### src/rtl/dmem_port_arbiter_pkg.sv
// Shared encodings and the captured-slot record for the data-memory port arbiter.
package dmem_port_arbiter_pkg;

  localparam int NUM_SLOTS = 2;

  localparam logic [1:0] MEM_OP_NONE  = 2'd0;
  localparam logic [1:0] MEM_OP_LOAD  = 2'd1;
  localparam logic [1:0] MEM_OP_STORE = 2'd2;

  localparam logic [1:0] SIZE_B = 2'd0;
  localparam logic [1:0] SIZE_H = 2'd1;
  localparam logic [1:0] SIZE_W = 2'd2;

  // One slot's memory access, already lane-formatted at capture time.
  typedef struct packed {
    logic        load;
    logic [3:0]  we;
    logic [31:0] addr;
    logic [31:0] wdata;
  } slot_req_t;

  function automatic logic is_misaligned(input logic [1:0] size, input logic [1:0] off);
    case (size)
      SIZE_B:  return 1'b0;
      SIZE_H:  return off[0];
      default: return off != 2'b00;
    endcase
  endfunction

endpackage

### src/rtl/dmem_lane_fmt.sv
// Per-slot byte-lane formatter: write enables, replicated store data, alignment check.
module dmem_lane_fmt
  import dmem_port_arbiter_pkg::*;
(
  input  logic [1:0]  op,
  input  logic [1:0]  size,
  input  logic [1:0]  off,
  input  logic [31:0] wdata,
  output logic [3:0]  we,
  output logic [31:0] wdata_rep,
  output logic        misaligned
);

  always_comb begin
    we        = 4'h0;
    wdata_rep = wdata;
    case (size)
      SIZE_B: begin
        we        = 4'b0001 << off;
        wdata_rep = {4{wdata[7:0]}};
      end
      SIZE_H: begin
        we        = 4'b0011 << off;
        wdata_rep = {2{wdata[15:0]}};
      end
      default: we = 4'hF;
    endcase
    if (op != MEM_OP_STORE) we = 4'h0;
    // An empty slot never reports an alignment error.
    misaligned = (op != MEM_OP_NONE) && is_misaligned(size, off);
  end

endmodule

### src/rtl/dmem_port_arbiter.sv
// Serializes the two MEM-stage slots onto one data-memory port, slot 1 first,
// stalling the pipeline until both complete; flags misalignment and timeouts.
module dmem_port_arbiter
  import dmem_port_arbiter_pkg::*;
#(
  parameter int TIMEOUT = 255
) (
  input  logic        clk,
  input  logic        rst,
  input  logic        mem_stage_valid,
  input  logic        flush,
  input  logic [1:0]  slot1_op,
  input  logic [1:0]  slot1_size,
  input  logic [31:0] slot1_addr,
  input  logic [31:0] slot1_wdata,
  input  logic [1:0]  slot2_op,
  input  logic [1:0]  slot2_size,
  input  logic [31:0] slot2_addr,
  input  logic [31:0] slot2_wdata,
  output logic [31:0] slot1_rdata,
  output logic [31:0] slot2_rdata,
  output logic        stall,
  output logic        mem_req,
  output logic [3:0]  mem_we,
  output logic [31:0] mem_addr,
  output logic [31:0] mem_wdata,
  input  logic        mem_ack,
  input  logic [31:0] mem_rdata,
  output logic [1:0]  err_misaligned,
  output logic        err_timeout
);

  typedef enum logic [1:0] {IDLE, ACC1, ACC2, DONE} state_t;

  localparam logic [7:0] WAIT_LAST = 8'(TIMEOUT - 1);

  logic [NUM_SLOTS-1:0][1:0]  op_in, size_in;
  logic [NUM_SLOTS-1:0][31:0] addr_in, wdata_in;
  logic [NUM_SLOTS-1:0][3:0]  fmt_we;
  logic [NUM_SLOTS-1:0][31:0] fmt_wdata;
  logic [NUM_SLOTS-1:0]       fmt_mis;
  logic [NUM_SLOTS-1:0]       cap_act;
  slot_req_t [NUM_SLOTS-1:0]  cap, slot_q;
  logic [NUM_SLOTS-1:0][31:0] rdata_q;
  logic [NUM_SLOTS-1:0]       mis_q;

  state_t     state;
  logic [7:0] wait_cnt;
  logic       slot2_pend, flush_seen;
  logic       capture, in_acc, cur, timeout_hit, acc_end;

  assign op_in    = {slot2_op, slot1_op};
  assign size_in  = {slot2_size, slot1_size};
  assign addr_in  = {slot2_addr, slot1_addr};
  assign wdata_in = {slot2_wdata, slot1_wdata};

  generate
    for (genvar i = 0; i < NUM_SLOTS; i++) begin : g_fmt
      dmem_lane_fmt u_fmt (
        .op         (op_in[i]),
        .size       (size_in[i]),
        .off        (addr_in[i][1:0]),
        .wdata      (wdata_in[i]),
        .we         (fmt_we[i]),
        .wdata_rep  (fmt_wdata[i]),
        .misaligned (fmt_mis[i])
      );
    end
  endgenerate

  always_comb begin
    for (int i = 0; i < NUM_SLOTS; i++) begin
      cap_act[i]   = (op_in[i] != MEM_OP_NONE) && !fmt_mis[i];
      cap[i].load  = op_in[i] == MEM_OP_LOAD;
      cap[i].we    = fmt_we[i];
      cap[i].addr  = {addr_in[i][31:2], 2'b00};
      cap[i].wdata = fmt_wdata[i];
    end
  end

  assign capture = (state == IDLE) && mem_stage_valid && !flush &&
                   ((slot1_op != MEM_OP_NONE) || (slot2_op != MEM_OP_NONE));
  assign in_acc  = (state == ACC1) || (state == ACC2);
  assign cur     = state == ACC2;

  // Abandon on the TIMEOUT-th unacknowledged request cycle.
  assign timeout_hit = in_acc && !mem_ack && (wait_cnt == WAIT_LAST);
  assign acc_end     = in_acc && (mem_ack || timeout_hit);

  // IDLE stall is combinational so the capture cycle itself is frozen.
  assign stall          = !rst && (capture || in_acc);
  assign mem_req        = in_acc;
  assign mem_we         = in_acc ? slot_q[cur].we    : 4'h0;
  assign mem_addr       = in_acc ? slot_q[cur].addr  : 32'h0;
  assign mem_wdata      = in_acc ? slot_q[cur].wdata : 32'h0;
  assign err_misaligned = (state == DONE) ? mis_q : 2'b00;
  assign slot1_rdata    = rdata_q[0];
  assign slot2_rdata    = rdata_q[1];

  always_ff @(posedge clk or posedge rst) begin
    if (rst) begin
      state       <= IDLE;
      slot_q      <= '0;
      rdata_q     <= '0;
      mis_q       <= '0;
      slot2_pend  <= 1'b0;
      flush_seen  <= 1'b0;
      wait_cnt    <= '0;
      err_timeout <= 1'b0;
    end else begin
      case (state)
        IDLE: begin
          if (capture) begin
            slot_q     <= cap;
            mis_q      <= fmt_mis;
            slot2_pend <= cap_act[1];
            rdata_q    <= '0;
            flush_seen <= 1'b0;
            wait_cnt   <= '0;
            if (cap_act[0])      state <= ACC1;
            else if (cap_act[1]) state <= ACC2;
            else                 state <= DONE;
          end
        end
        ACC1, ACC2: begin
          if (flush) flush_seen <= 1'b1;
          if (acc_end) begin
            wait_cnt <= '0;
            if (slot_q[cur].load) rdata_q[cur] <= mem_ack ? mem_rdata : 32'h0;
            if (!mem_ack) err_timeout <= 1'b1;
            if ((state == ACC1) && slot2_pend && !flush_seen && !flush)
              state <= ACC2;
            else
              state <= DONE;
          end else begin
            wait_cnt <= wait_cnt + 8'd1;
          end
        end
        default: state <= IDLE;
      endcase
    end
  end

endmodule

### config.mk
export PLATFORM = sky130hd
export DESIGN_NAME = dmem_port_arbiter
export DESIGN_NICKNAME = d
export VERILOG_FILES = /design/src/rtl/dmem_port_arbiter_pkg.sv /design/src/rtl/dmem_lane_fmt.sv /design/src/rtl/dmem_port_arbiter.sv
export SDC_FILE = /design/constraint.sdc
export NUM_CORES = 1
export LEC_CHECK = 0
export ABC_AREA = 1
export BUFFER_PORTS_ARGS = -buffer_cell sky130_fd_sc_hd__buf_2
export CORE_ASPECT_RATIO = 1.75
export CORE_UTILIZATION = 53
export DETAILED_ROUTE_END_ITERATION = 8
export GPL_ROUTABILITY_DRIVEN = 0
export HOLD_SLACK_MARGIN = 0.03
export PLACE_DENSITY = 0.82
export SYNTH_ARGS = -nofsm -noshare
export SYNTH_HDL_FRONTEND = slang
export SYNTH_SLANG_ARGS = --single-unit
### constraint.sdc
create_clock -name clk -period 9 [get_ports clk]
set_input_delay 0.45 -clock clk [delete_from_list [all_inputs] [get_ports clk]]
set_output_delay 0.45 -clock clk [all_outputs]
set_load 0.03 [all_outputs]
# Word-level counts from Yosys, hierarchy flattened
# Index checks and enable logic that the tools add are counted.
[word_totals] in_bits=173 elab_cells=112 out_inout_bits=137 register_bits=213
[op_classes] n_mux=34 bitwise_logic=1 n_shift=4 n_eq_ne=14 n_reduce_logical=40 addsub=1 magnitude_cmp=2
[op_table] op="$mux 64" count=3
[op_table] op="$mux 69" count=2
[op_table] op="$mux 32" count=4
[op_table] op="$pmux 32 s2" count=2
[op_table] op="$pmux 64 s2" count=1
[op_table] op="$bwmux 64" count=1
[op_table] op="$demux 32 s1" count=1
[op_table] op="$mux 8" count=2
[op_table] op="$pmux 4 s2" count=2
[op_table] op="$pmux 8 s2" count=1
[op_table] op="$logic_and 1x1->1" count=15
[op_table] op="$mux 4" count=3
[op_table] op="$ne 2x2->1 const B" count=6
[op_table] op="$eq 2x1->1 const B" count=5
[op_table] op="$reduce_bool 2->1" count=5
[op_table] op="$add 8x1->8 const B" count=1
[op_table] op="$eq 8x8->1 const B" count=1
[op_table] op="$mux 2" count=4
[op_table] op="$shl 1x2->4 const A" count=2
[op_table] op="$shl 2x2->4 const A" count=2
[op_table] op="$logic_not 1->1" count=6
[op_table] op="$logic_not 2->1" count=3
[op_table] op="$pmux 1 s2" count=3
[op_table] op="$reduce_and 2->1" count=3
[op_table] op="10 further kinds" count=18

# Longest topological paths before layout
# Gate-level depths: netlist of the first run.
[logic_depth] ltp_word=9 ltp_mapped=12

# Cells and area by module
# A second synthesis of the first run with hierarchy kept.
[unflattened] hier_cells=1510 hier_area_um2=11000.6
[modules_own_cells] module="dmem_port_arbiter" area_per_inst_um2=9907.0 cells_per_inst=1316 n_inst=1
[modules_own_cells] module="dmem_lane_fmt" area_per_inst_um2=546.8 cells_per_inst=97 n_inst=2

# Worst setup path before layout of the first run
# No wires, ideal clock.
[synth_timing] path_kind="register to output" start="register state[0]" end="output port mem_addr[21]" n_path_buf=3 arrival_ns=2.086 required_time_ns=8.550 setup_slack_ns=6.464 path_stages_with_launch=8 cell_sequence="dfrtp_1 inv_1 ha_1 buf_4 clkbuf_1 clkbuf_1 o21ai_0 nor2_1"
[synth_via] word_cells_on_any_way=6 classes_between="eq/ne: 2; mux: 3; reduce/logical: 1"
[synth_rtl] element="start, declared" line_no="dmem_port_arbiter.sv:47" rtl="state_t state;"
[synth_rtl] element="start signal, assigned" line_no="dmem_port_arbiter.sv:102" rtl="state <= IDLE;"
[synth_rtl] element="start signal, assigned" line_no="dmem_port_arbiter.sv:120" rtl="if (cap_act[0]) state <= ACC1;"
[synth_rtl] element="start signal, assigned" line_no="dmem_port_arbiter.sv:121" rtl="else if (cap_act[1]) state <= ACC2;"
[synth_rtl] element="$eq 2x1->1 / $eq 2x2->1 (equally long branches)" line_no="dmem_port_arbiter.sv:83" rtl="assign in_acc = (state == ACC1) || (state == ACC2);"
[synth_rtl] element="$logic_or 1x1->1 (*)" line_no="dmem_port_arbiter.sv:83"
[synth_rtl] element="net mem_req" line_no="dmem_port_arbiter.sv:23" rtl="output logic mem_req,"
[synth_rtl] element="$mux 32 (*)" line_no="dmem_port_arbiter.sv:94" rtl="assign mem_addr = in_acc ? slot_q[cur].addr : 32'h0;"
[synth_rtl] element="end, declared" line_no="dmem_port_arbiter.sv:25" rtl="output logic [31:0] mem_addr,"
# The timed path passes the listed nets; every way through them passes the cells marked *. The select of a mux whose other input is x is not followed.

# Final worst setup path of the first run
[layout_timing] start="register state[0]" end="output port mem_wdata[27]"
[layout_via] elab_chain_len=4 word_cells_on_any_way=6 classes_between="eq/ne: 2; mux: 3; reduce/logical: 1"
[layout_rtl] element="$eq 2x2->1" line_no="dmem_port_arbiter.sv:83, dmem_port_arbiter.sv:84"
[layout_rtl] element="$mux 69 (2 in a row)"
[layout_rtl] element="$mux 32 (*)" line_no="dmem_port_arbiter.sv:95" rtl="assign mem_wdata = in_acc ? slot_q[cur].wdata : 32'h0;"
[layout_rtl] element="end, declared" line_no="dmem_port_arbiter.sv:26" rtl="output logic [31:0] mem_wdata,"
# Every way passes the cells marked *; elsewhere a longest branch is shown, timed or not. The select of a mux whose other input is x is not followed.

==> results of run 1 <==
-- cell usage in the layout (no fill, tap or decap), types with 5 or more instances in the layout --
cell / instances
a31oi_1: 14
inv_1: 49
clkbuf_16: 21
o21ai_0: 135
a21oi_1: 43
nor2_1: 203
clkbuf_8: 5
ha_1: 5
dfrtp_1: 213
buf_4: 10
a41oi_1: 5
nand4_1: 68
nand3_1: 17
o21ai_1: 6
buf_2: 307
nand2_1: 518
-- layer usage --
layer  vias up  routed length [um]
li1       4984                   -
met1      4836               11400
met2       476               16400
met3       102                2350
met4         4                1490
met5         -                  26
-- kinds of logic (layout without fill, tap and decap cells) --
kind of cell / after synthesis / in the layout / synth area share
AO/OA/AOI/OAI: 213 / 213 / 0.106
AND/OR/NAND/NOR: 816 / 816 / 0.313
other: 1 / 4 / 0.000355
buffers and inverters: 155 / 404 / 0.0673
flip-flops: 213 / 213 / 0.505
adder cells (fa/ha/maj): 7 / 7 / 0.00830
-- sequential cells by signal, summed over array words and instances (netlist names) --
register,flops
slot2_rdata,32
slot1_rdata,32
err_timeout,1
slot2_pend,1
mis_q,2
state,2
flush_seen,1
slot_q,134
wait_cnt,8
-- synthesized netlist by cell type, types with 2 or more instances --
master	instances
nand2_1	518
dfrtp_1	213
nor2_1	203
o21ai_0	135
nand4_1	68
inv_1	52
clkbuf_1	51
a21oi_1	43
buf_2	28
nand3_1	17
a31oi_1	14
buf_4	11
buf_6	7
ha_1	7
o21ai_1	6
a41oi_1	5
buf_1	4
o22ai_1	3
nand2_2	2
nand2_4	2
nor2_4	2
o21bai_1	2
o31ai_1	2
-- through the flow --
step | hold slack [ns] | power [uW] | instances | instance area, sq um
finish | 0.0944 | 5080 | 1902 | 12600
global route | 0.151 | 5410 | 1900 | 12600
CTS | 0.135 | 5080 | 1900 | 12600
detailed placement | 0.460 | 4200 | 1867 | 12000
global placement | 0.456 | 4150 | 1867 | 12000
floorplan | 0.442 | 3540 | 1406 | 10600
-- where the power goes --
part           leakage, uW  switching [uW]  total (uW)  internal, uW
combinational      0.00401            1990        2670           676
clock             0.000323             366         860           494
sequential         0.00273             209        1550          1350
-- worst min-delay path by stage --
stage / endpoint / slack (ns)
after CTS: slot_q[130] / 0.13
after floorplan: slot_q[137] / 0.44
final: mis_q[1] / 0.09
after detailed placement: slot_q[60] / 0.46
after global placement: slot_q[0] / 0.46
after global routing: slot_q[120] / 0.15
-- final cells by class --
| class | instances | area [sq um] |
|---|---|---|
| Antenna cell | 2 | 5.00 |
| Multi-Input combinational cell | 1038 | 4530 |
| Fill cell | 1748 | 7010 |
| Inverter | 54 | 211 |
| Clock inverter | 5 | 52.6 |
| Timing Repair Buffer | 317 | 1610 |
| Sequential cell | 213 | 5330 |
| Clock buffer | 28 | 602 |
| Tap cell | 245 | 307 |
==> results.md, run 1 <==
* Number of cells upsized or downsized after cts at 0
* Ys flop type: dfrtp_1
* RSZ-0062 raised after global routing: false
* CTS tree: built
* IO buf count at 307
* I/O pins at 310
* Die Height at 189 um
* DP HPWL at 21,800 um
* Worst-Skew Late Latency at 0.49 ns
* CP Buf/Inv Count at 4
* Worst r2r src: state[0]
* Post-Syn Area at 0.0106 sq mm
* # setup viols final at 0
* Met1 usage in global routing at 0.351
* Initial antenna violation count at 3
* Power Density at 402 mW/mm^2
* Iter 0 DRT Violations at 871
* Aggregate global routing overflow at 0
* CP max stage cell: buf_4
* GR Util met3 at 0.0630
* Maximum clock rate at 306 MHz
* Total CTS buffers at 21
* Crit start category: register
* Drt total wl at 31,700 um
* Vias in the first global route at 10,008
* Drt drc at 0
* Fin. max-slew vios at 0
* Post-route ant nets at 0
* DR vias at 10,402
* Clock Tree Root: clkbuf_16
* CTS sink cnt at 213
* Worst EP required at 8.55 ns
* Post-synth EDFFs at 0
* CORE AREA at 0.0197 sq mm
* Met2 Usage GRT at 0.540
* Largest net degree at the start of global routing at 138
* Tightest Hold Check Type: primary input to asynchronous set/reset pin
* Worst setup path class: register to primary output
* Slowest cell delay on critical path at 0.58 ns
* Max-cap viol count at 0
* Period utilization at 0.363
* Status: finished, final reports clean
* Avg Cell Area, Syn at 7.51 sq um
* Sequential share of the synthesized area at 0.505
* Nets at 1,825
* Leak at 0.00706 uW
* GRT Overall Usage at 0.308
* Slew margin rel. at 0.216
* CP Capture Type: primary output
* Asr flop ratio synth at 1.00
* Routed vias/inst at 5.47
* Min setup slack post-route at 5.73 ns
* Drt first pass iters at 7
* Post-layout minimum cycle time at 3.27 ns
* VDD IR max at 0.381 mV
* Critical Path AT at 2.82 ns
* Number of synthesized register bits at 213
* Dominant cell type by area after synthesis: dfrtp_1
* Htree depth at 1
* Setup_tns at 0 ns
* Layout cell share with drive strength beyond 1 at 0.219
* CP delay by family, top: buffers and inverters
* Cells on worst reg2reg path at 7
* Cells after Synth at 1,405
* Routed len/inst at 16.7 um
* First-pass GRT wire length at 49,700 um
* Setup crit start: state[0]
* GRT busiest layer: met2
* Hold Vio Cnt, Final at 0
* Layout area overhead at 19.8%
* Hold buffers post-CTS at 0
* Die outline area at 0.0205 sq mm
* Clock skew at 0.00880 ns
* FP Rows at 68
* Pre-CTS setup slack at 6.15 ns
* Top post-synthesis cells by area: dfrtp_1 50%, nand2_1 18%, nor2_1 7.2%
* Chip width at 109 um
* Clock tree buffer depth at 3
* Crit path depth at 7
* Critical path's most frequent cell: nor2_1
* Initial Util at 0.537
* Post-layout util at 0.643
* CP max FO at 45
* Post-synth top area share at 0.505
* Critical path cell sequence: inv_1 > ha_2 > inv_2 > buf_4 > nor2_1 > nor2_1 > buf_2
* FF-to-FF setup slack at 6.07 ns
* Worst reg2reg path endpoint: slot2_rdata[9]
* CP endpoint: mem_wdata[27]
* Synth unique cells at 33
* Slew @ Worst Pin at 1.18 ns
* Clock transition at path regs at 0.06 ns
* Setup Fix Bufs, Post-CTS at 0
* Yosys Warn Count at 0
Note: power is estimated with default switching activity, not from simulation.
==> run 2: changes to the inputs <==
--- a/config.mk
+++ b/config.mk
@@ -5,14 +5,14 @@
 export SDC_FILE = /design/constraint.sdc
 export NUM_CORES = 1
 export LEC_CHECK = 0
-export ABC_AREA = 1
+export ABC_AREA = 0
 export BUFFER_PORTS_ARGS = -buffer_cell sky130_fd_sc_hd__buf_2
 export CORE_ASPECT_RATIO = 1.75
 export CORE_UTILIZATION = 53
 export DETAILED_ROUTE_END_ITERATION = 8
 export GPL_ROUTABILITY_DRIVEN = 0
 export HOLD_SLACK_MARGIN = 0.03
-export PLACE_DENSITY = 0.82
+export PLACE_DENSITY = 0.81
 export SYNTH_ARGS = -nofsm -noshare
 export SYNTH_HDL_FRONTEND = slang
 export SYNTH_SLANG_ARGS = --single-unit
==> constraint.sdc (replaced) <==
create_clock -name clk -period 3.4 [get_ports clk]
set_input_delay 0.17 -clock clk [delete_from_list [all_inputs] [get_ports clk]]
set_output_delay 0.17 -clock clk [all_outputs]
set_load 0.03 [all_outputs]
==> results.md, run 2 <==
* Status: finished, final reports clean (unchanged)
* Clock Power Share at 0.164 (was 0.169)
* Setup_tns at 0 ns (unchanged)
* Post-layout minimum cycle time at 2.83 ns
* Number of synthesized register bits at 213 (unchanged)
* Synth unique cells at 50 (was 33)
* DP HPWL at 19,400 um (was 21,800 um)
* Initial antenna violation count at 2 (was 3)
* Top post-synthesis cells by area: dfrtp_1 49%, mux2i_1 11%, nand2_1 10% (was dfrtp_1 50%, nand2_1 18%, nor2_1 7.2%)
* DR vias at 9,956 (was 10,402)
* Placed Instance Area at 0.0125 sq mm (was 0.0120 sq mm)
* Initial Util at 0.544 (was 0.537)
* Max-cap viol count at 0 (unchanged)
* Maximum clock rate at 353 MHz
* Routed vias/inst at 5.68 (was 5.47)
* Tightest Hold Check Type: primary input to register (was primary input to asynchronous set/reset pin)
* Comb power frac at 0.520 (was 0.525)
* Post-Syn Area at 0.0108 sq mm (was 0.0106 sq mm)
* Post-synth top area share at 0.494 (was 0.505)
* Number of cells upsized or downsized after cts at 0 (unchanged)
* Sw Share at 0.454 (was 0.505)
* Leak at 0.00767 uW (was 0.00706 uW)
* Crit start category: register (unchanged)
* Total CTS buffers at 21 (unchanged)
* Die Height at 191 um (was 189 um)
* Cell Int Power at 7420 uW (was 2520 uW)
* Asr flop ratio synth at 1.00 (unchanged)
* RSZ-0062 raised after global routing: false (unchanged)
* Yosys Warn Count at 0 (unchanged)
* Seq pwr share at 0.316 (was 0.306)
* Fillers at 1,334 (was 1,748)
* IO buf count at 307 (unchanged)
* Clock skew at 0.0155 ns (was 0.00880 ns)
* Pre-CTS setup slack at 0.730 ns (was 6.15 ns)
* Sequential share of the synthesized area at 0.494 (was 0.505)
* Cells after Synth at 1,090 (was 1,405)
* FF-to-FF setup slack at 0.65 ns (was 6.07 ns)
* Biggest register: slot_q (unchanged)
* Slowest cell delay on critical path at 0.60 ns (was 0.58 ns)
* Clock Tree Root: clkbuf_16 (unchanged)
* Routed len/inst at 19.2 um (was 16.7 um)
* CP Capture Type: primary output (unchanged)
* Layout area overhead at 33.9% (was 19.8%)
* CP max stage cell: buf_4 (unchanged)
* Drt total wl at 33,700 um (was 31,700 um)
* Critical path cell sequence: inv_1 > ha_4 > buf_4 > mux2i_1 > nor2b_1 > buf_2 (was inv_1 > ha_2 > inv_2 > buf_4 > nor2_1 > nor2_1 > buf_2)
* Die outline area at 0.0209 sq mm (was 0.0205 sq mm)
* First-pass GRT wire length at 52,200 um (was 49,700 um)
* Fin. max-slew vios at 0 (unchanged)
* Largest net degree at the start of global routing at 145 (was 138)
* Worst EP required at 3.23 ns (was 8.55 ns)
* Drt drc at 0 (unchanged)
* CP delay by family, top: buffers and inverters (unchanged)
* Max reg flops at 134 (unchanged)
* CP Buf/Inv Count at 3 (was 4)
* Final instance area at 0.0144 sq mm (was 0.0126 sq mm)
* CORE AREA at 0.0198 sq mm (was 0.0197 sq mm)
* Power Density at 941 mW/mm^2 (was 402 mW/mm^2)
* CTS tree: built (unchanged)
* Post-synth EDFFs at 0 (unchanged)
* Setup Fix Bufs, Post-CTS at 0 (unchanged)
* # setup viols final at 0 (unchanged)
* Ys flop type: dfrtp_1 (unchanged)
* Avg Cell Area, Syn at 9.90 sq um (was 7.51 sq um)
* Min setup slack post-route at 0.568 ns (was 5.73 ns)
* Chip width at 110 um (was 109 um)
* FP Rows at 68 (unchanged)
* Iter 0 DRT Violations at 667 (was 871)
* Clock transition at path regs at 0.06 ns (about the same)
* Worst setup path class: register to primary output (unchanged)
* CP max FO at 40 (was 45)
* Vias in the first global route at 10,524 (was 10,008)
* Nets at 1,674 (was 1,825)
* Most common library cells after synthesis: 294 x nand2_1, 213 x dfrtp_1, 115 x mux2i_1 (was 518 x nand2_1, 213 x dfrtp_1, 203 x nor2_1)
* I/O pins at 310 (unchanged)
* Dominant cell type by area after synthesis: dfrtp_1 (unchanged)
* Cell with the most instances after synthesis: nand2_1 (unchanged)
* Clock tree buffer depth at 3 (unchanged)
* Htree depth at 1 (unchanged)
* Slew @ Worst Pin at 1.13 ns (was 1.18 ns)
* VDD IR max at 0.761 mV (was 0.381 mV)
* GRT Overall Usage at 0.323 (was 0.308)
* Layout cell share with drive strength beyond 1 at 0.285 (was 0.219)
* Critical Path AT at 2.66 ns (was 2.82 ns)
* Commonest non-fill, non-tap cell in the layout: buf_2 (was nand2_1)
* Post-route ant nets at 0 (unchanged)
* Worst-Skew Late Latency at 0.51 ns (was 0.49 ns)
* Slew margin rel. at 0.244 (was 0.216)
* Hold Vio Cnt, Final at 0 (unchanged)
* CTS sink cnt at 213 (unchanged)
* Commonest cells after routing, fill and taps aside: 307 x buf_2, 293 x nand2_1, 213 x dfrtp_1, 133 x dlygate4sd3_1, 115 x mux2i_1 (was 518 x nand2_1, 307 x buf_2, 213 x dfrtp_1, 203 x nor2_1, 135 x o21ai_0)
* Net Sw Power at 6170 uW (was 2560 uW)
* Aggregate global routing overflow at 0 (unchanged)
* Drt first pass iters at 8 (was 7)
* Period utilization at 0.833
[run 2: power by group through the flow]
stage                     combinational, uW  sequential (uW)  clock (uW)
final                                  7070             4300        2230
after floorplan                        4540             4700           0
after global routing                   7590             4400        2350
after global placement                 6620             4190           0
after CTS                              6910             4220        2260
after detailed placement               6740             4250           0
[run 2: path summary, 6_finish.rpt]
path | startpoint | endpoint | cells past startpoint
setup / recovery | state[0] | mem_addr[28] | 6
hold / removal | mem_rdata[2] | slot1_rdata[2] | 3
setup reg to reg | state[0] | slot2_rdata[31] | 7
hold reg to reg | slot_q[44] | slot_q[44] | 2
max in group asynchronous | rst | slot2_rdata[23] | 4
min in group asynchronous | rst | wait_cnt[3] | 4
[run 2: through the flow]
stage | hold WS, ns | utilization | power, uW | instances
after floorplan | 0.259 | - | 9240 | 1091
after global placement | 0.358 | 0.629 | 10800 | 1583
after detailed placement | 0.363 | 0.629 | 11000 | 1583
after CTS | 0.0316 | 0.729 | 13400 | 1752
after global routing | 0.0446 | 0.729 | 14300 | 1754
final | 0.0426 | 0.729 | 13600 | 1754
[run 2: worst register-to-register path: stages, from the launching register on]
cell	delay [ns]
dfrtp_1	0.43
inv_1	0.22
ha_4	0.18
and3b_2	0.36
a21oi_4	0.18
a2111oi_4	0.30
buf_4	0.54
mux2_2	0.43
[run 2: timing repair]
item,in CTS,in global routing
endpoints found under the setup margin,0,0
hold buffers,133,0
endpoints found under the hold margin,307,0
[run 2: per-layer routing]
metal  up-vias  track usage  share of wire
met4         0        0.209          0.065
met2       540        0.563           0.51
met3       169       0.0639          0.074
li1       4444            -              -
met1      4803        0.347           0.35
met5         -            0              0
[run 2: layout make-up]
type	count	area, sq um	share of cell area
Inverter	11	45.0	0.00312
Sequential cell	213	5330	0.369
Clock buffer	30	609	0.0422
Antenna cell	2	5.00	0.000346
Timing Repair Buffer	456	3030	0.209
Clock inverter	6	33.8	0.00234
Multi-Input combinational cell	791	5090	0.352
Tap cell	245	307	0.0212
[run 2: cells by family after synthesis]
group | after synthesis | share of synthesized area
buffers and inverters | 87 | 0.0372
DFF | 213 | 0.494
AOI/OAI and AO/OA | 117 | 0.0655
and+or+nand+nor | 486 | 0.211
adders and majority gates | 7 | 0.00812
muxes | 179 | 0.184
other | 1 | 0.000348
==> run 3: changes to the inputs <==
--- a/config.mk
+++ b/config.mk
@@ -5,14 +5,14 @@
 export SDC_FILE = /design/constraint.sdc
 export NUM_CORES = 1
 export LEC_CHECK = 0
-export ABC_AREA = 0
+export ABC_AREA = 1
 export BUFFER_PORTS_ARGS = -buffer_cell sky130_fd_sc_hd__buf_2
 export CORE_ASPECT_RATIO = 1.75
-export CORE_UTILIZATION = 53
+export CORE_UTILIZATION = 47
 export DETAILED_ROUTE_END_ITERATION = 8
 export GPL_ROUTABILITY_DRIVEN = 0
 export HOLD_SLACK_MARGIN = 0.03
-export PLACE_DENSITY = 0.81
+export PLACE_DENSITY = 0.77
 export SYNTH_ARGS = -nofsm -noshare
 export SYNTH_HDL_FRONTEND = slang
 export SYNTH_SLANG_ARGS = --single-unit
==> constraint.sdc (replaced) <==
create_clock -name clk -period 2.5 [get_ports clk]
set_input_delay 0.125 -clock clk [delete_from_list [all_inputs] [get_ports clk]]
set_output_delay 0.125 -clock clk [all_outputs]
set_load 0.03 [all_outputs]
==> results.md, run 3 (same netlist as run 1, synthesis figures left out) <==
* # setup viols final at 0 (unchanged)
* Worst r2r src: state[0] (unchanged)
* VDD IR max at 0.872 mV (was 0.761 mV)
* Leak at 0.00804 uW (was 0.00767 uW)
* Iter 0 DRT Violations at 1,145 (was 667)
* IO buf count at 307 (unchanged)
* Worst-Skew Late Latency at 0.51 ns (about the same)
* RSZ-0062 raised after global routing: false (unchanged)
* Tightest Hold Check Type: primary input to register (unchanged)
* CORE AREA at 0.0221 sq mm (was 0.0198 sq mm)
* Fillers at 1,680 (was 1,334)
* Cells on worst reg2reg path at 10 (was 7)
* Clock Tree Root: clkbuf_16 (unchanged)
* Total CTS buffers at 22 (was 21)
* DR vias at 11,667 (was 9,956)
* Antenna cell count at 0 (was 2)
* Worst EP required at 2.38 ns (was 3.23 ns)
* Chip width at 115 um (was 110 um)
* Nets at 2,027 (was 1,674)
* Post-layout minimum cycle time at 2.43 ns
* Clock skew at 0.00670 ns (was 0.0155 ns)
* Initial Util at 0.478 (was 0.544)
* Pwr Total at 20,200 uW (was 13,600 uW)
* Commonest cells after routing, fill and taps aside: 518 x nand2_1, 307 x buf_2, 213 x dfrtp_1, 203 x nor2_1, 174 x dlygate4sd3_1 (was 307 x buf_2, 293 x nand2_1, 213 x dfrtp_1, 133 x dlygate4sd3_1, 115 x mux2i_1)
* Maximum clock rate at 412 MHz
* DP HPWL at 23,000 um (was 19,400 um)
* First-pass GRT wire length at 60,100 um (was 52,200 um)
* Slew margin rel. at 0.485 (was 0.244)
* Commonest non-fill, non-tap cell in the layout: nand2_1 (was buf_2)
* Max reg flops at 134 (unchanged)
* FP Rows at 72 (was 68)
* FF-to-FF setup slack at 0.15 ns (was 0.65 ns)
* Largest net degree at the start of global routing at 134 (was 145)
* Biggest register: slot_q (unchanged)
* CP Capture Type: primary output (unchanged)
* Post-Layout Cell Count at 2,159 (was 1,754)
* Layout cell share with drive strength beyond 1 at 0.214 (was 0.285)
* Period utilization at 0.971
* Clock tree buffer depth at 3 (unchanged)
* Critical Path AT at 2.30 ns (was 2.66 ns)
* DP Cell Count at 1,936 (was 1,583)
* Post-route ant nets at 0 (unchanged)
* Post-layout util at 0.679 (was 0.729)
* Worst reg2reg path endpoint: slot_q[18] (was slot2_rdata[31])
* Aggregate global routing overflow at 0 (unchanged)
* Drt first pass iters at 6 (was 8)
* Crit start category: register (unchanged)
* CP max FO at 31 (was 40)
* Setup crit start: state[1] (was state[0])
* Drt drc at 0 (unchanged)
* Drt total wl at 38,700 um (was 33,700 um)
* Routed len/inst at 17.9 um (was 19.2 um)
* Layout area overhead at 41.9% (was 33.9%)
* Power Density at 1350 mW/mm^2 (was 941 mW/mm^2)
* Routed vias/inst at 5.40 (was 5.68)
* Initial antenna violation count at 0 (was 2)
* Storage cell area at 0.00533 sq mm (unchanged)
* Slew @ Worst Pin at 0.770 ns (was 1.13 ns)
* Vias in the first global route at 11,817 (was 10,524)
* GRT Overall Usage at 0.332 (was 0.323)
* Max-cap viol count at 0 (unchanged)
* CP endpoint: mem_addr[12] (was mem_addr[28])
* CP max stage cell: dfrtp_1 (was buf_4)
* Die outline area at 0.0231 sq mm (was 0.0209 sq mm)
* CTS sink cnt at 213 (unchanged)
* Fin. max-slew vios at 0 (unchanged)
* Status: finished, final reports clean (unchanged)
* Htree depth at 1 (unchanged)
* CTS tree: built (unchanged)
* Clock transition at path regs at 0.06 ns (about the same)
* Worst setup path class: register to primary output (unchanged)
* Slowest cell delay on critical path at 0.45 ns (was 0.60 ns)
* Multi-input gate area at 0.00455 sq mm (was 0.00509 sq mm)
* I/O pins at 310 (unchanged)
* Critical path cell sequence: inv_2 > ha_4 > bufbuf_16 > o21ai_0 > nor2_1 > buf_2 (was inv_1 > ha_4 > buf_4 > mux2i_1 > nor2b_1 > buf_2)
* Die Height at 200 um (was 191 um)
* Hold Vio Cnt, Final at 0 (unchanged)
==> run 3: layer usage <==
metal,part of all wire,global-route usage,vias up,routed length [um]
met5,0,0,-,0
met4,0.066,0.212,0,2570
met3,0.074,0.0669,159,2860
met2,0.50,0.567,662,19400
met1,0.36,0.371,5455,13900
li1,-,-,5391,-
==> run 3: critical path, delay by kind of cell (launching register included) <==
kind,cells,cell delay (ns)
flip-flops,1,0.45
adder cells (fa/ha/maj),1,0.37
buffers and inverters,3,0.69
AO/OA/AOI/OAI,1,0.13
AND/OR/NAND/NOR,1,0.15
==> run 3: worst min path at each step <==
stage / depth (start not counted) / endpoint / startpoint
after global placement: 3 / slot_q[122] / slot2_addr[21]
after floorplan: 2 / slot_q[0] / slot1_wdata[0]
final: 3 / slot_q[65] / slot1_size[1]
after global routing: 3 / slot_q[65] / slot1_size[1]
after detailed placement: 3 / slot_q[62] / slot1_addr[30]
after CTS: 3 / slot_q[65] / slot1_size[1]
==> run 3: cell type report <==
| type | instances | area share |
|---|---|---|
| sequential | 213 | 0.356 |
| multi-input combinational | 1038 | 0.304 |
| inverter | 54 | 0.0141 |
| clock inverter | 7 | 0.00593 |
| timing repair buffer | 518 | 0.250 |
| clock buffer | 33 | 0.0456 |
| tap | 296 | 0.0247 |
==> run 3: per-stage QoR <==
stage	hold WS [ns]	instance area, sq um	setup TNS (ns)	worst slack, ns
6_report	0.0372	15000	0	0.0728
5_1_grt	0.0629	15000	0	0.0169
4_1_cts	0.0306	14900	0	0.0300
3_5_place_dp	0.321	12300	0	0.306
3_3_place_gp	0.318	12300	0	0.400
2_1_floorplan	0.235	10600	-84.17	-0.395
==> run 3: timing repair <==
| item | CTS | global route |
|---|---|---|
| resized for setup | 1 | 8 |
| pin swaps | 0 | 1 |
| endpoints found under the hold margin | 402 | 0 |
| hold buffers | 174 | 0 |
| buffers inserted | 0 | 7 |
| gates cloned | 1 | 1 |
| setup endpoints to repair | 4 | 15 |
==> run 3: power by group <==
group | leakage, uW | total [uW] | internal [uW] | switching, uW
registers | 0.00273 | 5640 | 4850 | 790
clock network | 0.000385 | 3510 | 2090 | 1410
logic | 0.00492 | 11100 | 3370 | 7700
